--- src/rtl/layer00_load_ctrl.sv ---
// Load sequencer for the layer00 conv engine: scatters an IFM stream over the input BRAM banks,
// holds the bias registers, then starts the engine and waits for its ready rising edge.
module layer00_load_ctrl #(
  parameter int NUM_BANKS  = 16,
  parameter int BANK_DEPTH = 128,
  parameter int ADDR_W     = 9,
  parameter int DATA_W     = 128,
  parameter int BIAS_W     = 16
) (
  input  logic                 clk,
  input  logic                 rst,
  input  logic                 i_go,
  output logic                 o_busy,
  output logic                 o_done,
  input  logic                 s_valid,
  output logic                 s_ready,
  input  logic [DATA_W-1:0]    s_data,
  output logic [NUM_BANKS-1:0] o_ena,
  output logic [NUM_BANKS-1:0] o_wea,
  output logic [ADDR_W-1:0]    o_addra,
  output logic [DATA_W-1:0]    o_dia,
  input  logic                 i_bias_we,
  input  logic [1:0]           i_bias_idx,
  input  logic [BIAS_W-1:0]    i_bias_data,
  output logic [BIAS_W-1:0]    o_bias0,
  output logic [BIAS_W-1:0]    o_bias1,
  output logic [BIAS_W-1:0]    o_bias2,
  output logic [BIAS_W-1:0]    o_bias3,
  output logic                 o_start,
  input  logic                 i_layer_ready
);
  localparam int BANK_W = $clog2(NUM_BANKS);
  localparam int WORD_W = $clog2(BANK_DEPTH);

  typedef enum logic [2:0] {S_IDLE, S_LOAD, S_FLUSH, S_START, S_WAIT} state_t;
  state_t state, state_nxt;

  logic [BANK_W-1:0]         bank_cnt;
  logic [WORD_W-1:0]         word_cnt;
  logic                      prev_rdy;
  logic                      beat, last_beat, rdy_rise;
  logic [3:0][BIAS_W-1:0]    bias_q;

  assign s_ready   = (state == S_LOAD);
  assign beat      = s_valid & s_ready;
  assign last_beat = beat && (bank_cnt == BANK_W'(NUM_BANKS-1)) && (word_cnt == WORD_W'(BANK_DEPTH-1));
  // Only a fresh rise counts, so a ready left high by a previous run cannot end this one.
  assign rdy_rise  = i_layer_ready & ~prev_rdy;
  assign o_busy    = (state != S_IDLE);
  assign o_start   = (state == S_START) || (state == S_WAIT);
  assign o_wea     = o_ena;
  assign o_bias0   = bias_q[0];
  assign o_bias1   = bias_q[1];
  assign o_bias2   = bias_q[2];
  assign o_bias3   = bias_q[3];

  always_comb begin
    state_nxt = state;
    case (state)
      S_IDLE:  if (i_go) state_nxt = S_LOAD;
      S_LOAD:  if (last_beat) state_nxt = S_FLUSH;
      S_FLUSH: state_nxt = S_START;
      S_START: state_nxt = S_WAIT;
      S_WAIT:  if (rdy_rise) state_nxt = S_IDLE;
      default: state_nxt = S_IDLE;
    endcase
  end

  always_ff @(posedge clk) begin
    if (rst) begin
      state    <= S_IDLE;
      bank_cnt <= '0;
      word_cnt <= '0;
      prev_rdy <= 1'b0;
      o_done   <= 1'b0;
      o_ena    <= '0;
      o_addra  <= '0;
      o_dia    <= '0;
      bias_q   <= '0;
    end else begin
      state    <= state_nxt;
      prev_rdy <= i_layer_ready;
      o_done   <= (state == S_WAIT) && rdy_rise;
      o_ena    <= beat ? ({{(NUM_BANKS-1){1'b0}}, 1'b1} << bank_cnt) : '0;
      if (beat) begin
        o_addra <= ADDR_W'(word_cnt);
        o_dia   <= s_data;
        // word wrap carries straight into the bank counter
        {bank_cnt, word_cnt} <= {bank_cnt, word_cnt} + 1'b1;
      end
      if (state == S_IDLE && i_go) begin
        bank_cnt <= '0;
        word_cnt <= '0;
      end
      if (state == S_IDLE && i_bias_we) bias_q[i_bias_idx] <= i_bias_data;
    end
  end
endmodule
--- config.mk ---
export PLATFORM = sky130hd
export DESIGN_NAME = layer00_load_ctrl
export DESIGN_NICKNAME = d
export VERILOG_FILES = /design/src/rtl/layer00_load_ctrl.sv
export SDC_FILE = /design/constraint.sdc
export NUM_CORES = 1
export LEC_CHECK = 0
export CAP_MARGIN = 20
export CORE_AREA = 4 4 156 158
export CTS_CLUSTER_SIZE = 25
export DETAILED_ROUTE_END_ITERATION = 6
export DIE_AREA = 0 0 160 162
export MAX_ROUTING_LAYER = met4
export PLACE_DENSITY = 0.75
export SYNTH_ARGS = -nofsm -noshare
export SYNTH_HDL_FRONTEND = slang
export SYNTH_SLANG_ARGS = --single-unit
--- constraint.sdc ---
create_clock -name clk -period 1.7 [get_ports clk]
set_clock_uncertainty 0.15 [all_clocks]
set_input_delay 0.425 -clock clk [delete_from_list [all_inputs] [get_ports clk]]
set_output_delay 0.425 -clock clk [all_outputs]
set_load 0.05 [all_outputs]
---- Word level (Yosys, flattened, before mapping) ----
Cells that the tools add are included.
word-level totals
  input bits .............................. 152
  register bits after elaboration ......... 231
  output and inout bits ................... 237
  word-level logic and storage cells ...... 48
operators by class
  add/subtract/negate cells ............... 1
  shift-type cells ........................ 1
  bitwise gates (word level) .............. 4
  reductions and logical operators ........ 12
  order comparisons ....................... 2
  equality and inequality tests ........... 9
  mux-type cells .......................... 7
operator list
  kind                                                                                  count
  64-bit bitwise mux                                                                    1
  16-bit demux with 2-bit select                                                        1
  16-bit 2-to-1 mux                                                                     1
  1-bit by 4-bit << shifter with 16-bit output (first input constant)                   1
  3-bit case mux with 5 select lines                                                    1
  11-bit by 1-bit adder with 11-bit output (second input constant)                      1
  3-bit 2-to-1 mux                                                                      3
  7-bit equality test (second input constant)                                           1
  3-bit by 2-bit equality test with 1-bit output (second input constant)                2
  1-bit logical AND                                                                     6
  4-bit equality test (second input constant)                                           1
  2-bit inequality test (second input constant)                                         2
  2-bit OR reduction                                                                    2
  3-bit by 1-bit equality test with 1-bit output (second input constant)                1
  3-bit equality test (second input constant)                                           1
  3-bit logical NOT                                                                     1
  2-bit by 3-bit < comparator with 1-bit output (second input constant)                 1
  3-bit AND reduction                                                                   1
  3-bit nonzero test                                                                    1
  1-bit AND                                                                             2
  2-bit by 1-bit greater-or-equal comparator with 1-bit output (second input constant)  1
  2-bit by 1-bit inequality test with 1-bit output (second input constant)              1
  1-bit NOT                                                                             2
  1-bit logical OR                                                                      1

---- Logic depth before layout (Yosys ltp) ----
  depth after elaboration ................. 6
  depth in mapped cells ................... 7
  gate-level depth less buffers ........... 4

---- Worst setup path after synthesis ----
No wires, ideal clock.
  kind .................................... reg2out
  start point ............................. register state[0]
  end point ............................... output port s_ready
  path buffers ............................ 1
  stages on the path, launching flop included .. 3
  path slack .............................. -0.604 ns
  data required time ...................... 1.125 ns
  arrival time ............................ 1.729 ns
  cell sequence ........................... dfxtp_1 -> buf_2 -> nor3b_1
on the way
  longest elaborated chain between the ends .. 1
ends and longest elaborated chain
  element                                         line  text
  start, declared                                 36    state_t state, state_nxt;
  start signal, assigned                          81    state <= state_nxt;
  3-bit by 1-bit equality test with 1-bit output  44    assign s_ready = (state == S_LOAD);
  end, declared                                   16    output logic s_ready,
No other way between the ends.

---- Final worst setup path ----
  start point ............................. register state[2]
  end point ............................... register o_dia[16]
on the way
  longest elaborated chain between the ends .. 2
ends and longest elaborated chain
  element                                         line  text
  3-bit by 1-bit equality test with 1-bit output  44
  1-bit AND                                       45    assign beat = s_valid & s_ready;
  end signal, assigned                            87    o_dia <= s_data;
  end, declared                                   21    output logic [DATA_W-1:0] o_dia,
No other way between the ends.
A chain may end at the register's enable or synchronous reset.

==> out/qor.csv <==
stage,metric,value,unit
sta,Finish-stage setup viols,254,
logic_synthesis,synthesized area,0.008330,mm2
global_route,largest net degree at the start of global routing,103,
placed_design,DP HPWL,21.75,mm
logic_synthesis,"Distinct cells, synth",37,
finish,Layout Utilization,79.00,%
drt,WL per Instance,23.06,um
sta,Final Hold Fails,0,
global_route,Global Route Usage Sum,26.56,%
logic_synthesis,Post-Syn Area per Cell,8.570,um2
global_route,gr ovfl total,0,
power,Leak,7.270,nW
sta,setup TNS,-63.25,ns
floorplanning,initial core utilization,36.03,%
floorplanning,die area,0.02592,mm2
clock_network,cts bufs inserted,25,
floorplanning,die height,162,um
worst_setup_path,Critical Path Slowest Stage Cell,dfxtp_4,
sta,final worst slack,-0.4127,ns
placed_design,DP Worst Slack,-0.6021,ns
worst_setup_path,arrival time at the worst endpoint,2.35,ns
clock_network,# clock sinks,231,
power,NetSw,0.006689,W
sta,RSZ-0062 raised after global routing,yes,
power,clock share of power,28.4,%
sta,min cycle time layout,2.113,ns
floorplanning,Top Ports,389,
drt,DRT Pass-1 Iters,5,
clock_network,clock-pin slew on the worst setup and hold paths,0.07,ns
power,Reg power frac,32.5,%
worst_setup_path,Setup crit start kind,flip-flop,
power,switch share,33.97,%
worst_setup_path,crit end category,flip-flop,
floorplanning,row count,56,
power,VDD IR-drop max,1.015,mV
job,total of max-cap violations,0,
worst_setup_path,crit path max fanout,7,
worst_setup_path,"slowest stage delay, CP",0.36,ns
sta,Max Fclk,473.3,MHz
placed_design,Final GP Congestion,0.7939,
logic_synthesis,Async SR Flop Fraction,0,%
clock_network,CTS HTree Levels,1,
logic_synthesis,Synth area leaders,"dfxtp_1 56%, nand2_1 16%, a21oi_1 8.7%",
logic_synthesis,cell count after synthesis,972,
drt,WL final,39.65,mm
logic_synthesis,"FF+latch count, synth",231,
floorplanning,core area,0.02312,mm2
power,P_int,0.01300,W
run_status,failing checks,setup timing,
finish,design area,0.01827,mm2
power,Power Density,1078,mW/mm2
clock_network,CTS Root Cell,clkbuf_16,
logic_synthesis,Synth top area share,55.51,%
finish,synthesis-to-layout area growth,119.3,%
finish,layout cells sized above 1,44.53,%
placed_design,Port Buf Inserts,386,
drt,remaining design rule violation count,0,
worst_setup_path,critical path class,reg -> reg,
sta,worst rel slew slack,60.15,%
drt,DR vias/cell,5.297,
worst_setup_path,critical path's most frequent cell,buf_6,
run_status,status,"finished, violations left",
global_route,initial antenna violation count,3,
drt,DRT iter0 DRCs,568,
logic_synthesis,register area share after synthesis,55.51,%
logic_synthesis,Synth area leader,dfxtp_1,
global_route,vias in the first global route,9225,
sta,Worst-Margin Slew,0.5978,ns
worst_setup_path,CP required,1.93,ns
clock_network,clk buf depth,3,
worst_setup_path,CP Cell Sequence,buf_6 > buf_6 > buf_6 > nand4bb_4 > buf_6 > buf_12 > buf_16 > buf_12 > buf_16 > nand2_1 > a21oi_1,
floorplanning,Die W,160,um
sta,fin crit share,124.3,%
clock_network,CTS tree,done,
power,Gate power share,39.1,%
drt,ANT nets after route,0,
placed_design,dpl cell area,0.01493,mm2
global_route,global-route wire length before repair,52.98,mm
clock_network,clock latency on the worst-skew pair,0.53,ns
logic_synthesis,"EDFF count, synth",0,
logic_synthesis,Main synth FF type,dfxtp_1,
hold_path,worst hold path type,in -> reg,
logic_synthesis,Yosys Warn Count,0,
drt,total number of vias,9106,
finish,final net count,1561,
sta,final max-slew violation count,0,
critical path, delay by kind of cell (launching register included):
family / cells / cell delay [ns]
AND/OR/NAND/NOR: 2 / 0.29
AO/OA/AOI/OAI: 1 / 0.08
flip-flops: 1 / 0.36
buffers and inverters: 8 / 1.08
registers in the layout, summed over array words and instances, names as in the netlist, 7 cells and up:
| signal | count |
|---|---|
| o_addra | 7 |
| o_bias2 | 16 |
| o_bias3 | 16 |
| o_dia | 128 |
| word_cnt | 7 |
| o_bias1 | 16 |
| o_ena | 16 |
| o_bias0 | 16 |
metal layers:
| metal | track usage (%) | wire, um |
|---|---|---|
| met5 | - | 0 |
| met2 | 46.69 | 20590 |
| met3 | 5.938 | 2763 |
| met1 | 28.48 | 13930 |
| met4 | 12.79 | 2359 |
per-stage QoR:
step	power, W	instances	hold slack (ns)
after floorplan	0.008873	973	0.3035
after global placement	0.01170	1602	0.3282
after detailed placement	0.01180	1602	0.3334
after CTS	0.01900	1711	0.09231
after global routing	0.02021	1719	0.1158
final	0.01969	1719	0.1198
cells by family after synthesis:
family / share of synthesized area (%)
and+or+nand+nor: 21.18
xor gates and xnor gates: 0.1052
AOI/OAI and AO/OA: 9.237
buffers and inverters: 5.722
muxes: 8.050
DFF: 55.51
other: 0.04502
adders and majority gates: 0.1502
final cells by class:
type,instances,area [um2]
clock buffer,37,730.7
fill,1172,4856
clock inverter,8,96.34
antenna,3,7.507
multi-input combinational,648,4294
timing repair buffer,498,8090
inverter,4,15.01
tap,290,362.8
sequential,231,4669
power groups by stage:
stage	registers (W)	logic [W]	clock network, W
2_1_floorplan	0.00755	0.00132	0
3_3_place_gp	0.00640	0.00529	0
3_5_place_dp	0.00643	0.00536	0
4_1_cts	0.00631	0.00711	0.00558
5_1_grt	0.00643	0.00794	0.00585
6_report	0.00639	0.00770	0.00559
what timing repair did:
item,CTS,global route
endpoints found under the hold margin,0,0
resized for setup,147,264
buffers inserted,35,12
setup endpoints to repair,182,249
gates cloned,29,6
pin swaps,20,107
hold buffers,0,0
synthesized netlist by cell type (2+ instances only):
cell type,number
nor4_1,3
nand4_1,3
o31ai_1,4
or3_1,3
o21ai_0,2
nor2_1,17
or4_1,4
buf_4,23
nand3_1,9
dfxtp_1,231
mux2i_1,67
buf_2,18
nand3b_1,7
nor3_1,6
nand2b_1,2
a21oi_1,144
nand2_1,361
buf_1,6
buf_6,2
inv_1,3
clkbuf_1,41
cell usage in the layout (no fill, tap or decap), types with 12 or more instances in the layout:
cell type        instances
a21oi_1                 75
a21oi_2                 69
buf_12                 265
buf_16                  21
buf_4                   29
buf_6                   18
clkbuf_16               31
clkdlybuf4s50_1        150
dfxtp_1                201
dfxtp_2                 27
mux2i_1                 67
nand2_1                240
nand2_2                 62
nand2_4                 59
nor2_1                  12
final timing paths:
| check | to | startpoint | slack [ns] | cells past startpoint |
|---|---|---|---|---|
| max | o_dia[16] | state[2] | -0.41 | 11 |
| min | state[1] | rst | 0.12 | 3 |
| max reg2reg | o_dia[16] | state[2] | -0.41 | 11 |
| min reg2reg | o_dia[123] | o_dia[123] | 0.33 | 2 |
Note: power is estimated with default switching activity, not from simulation.
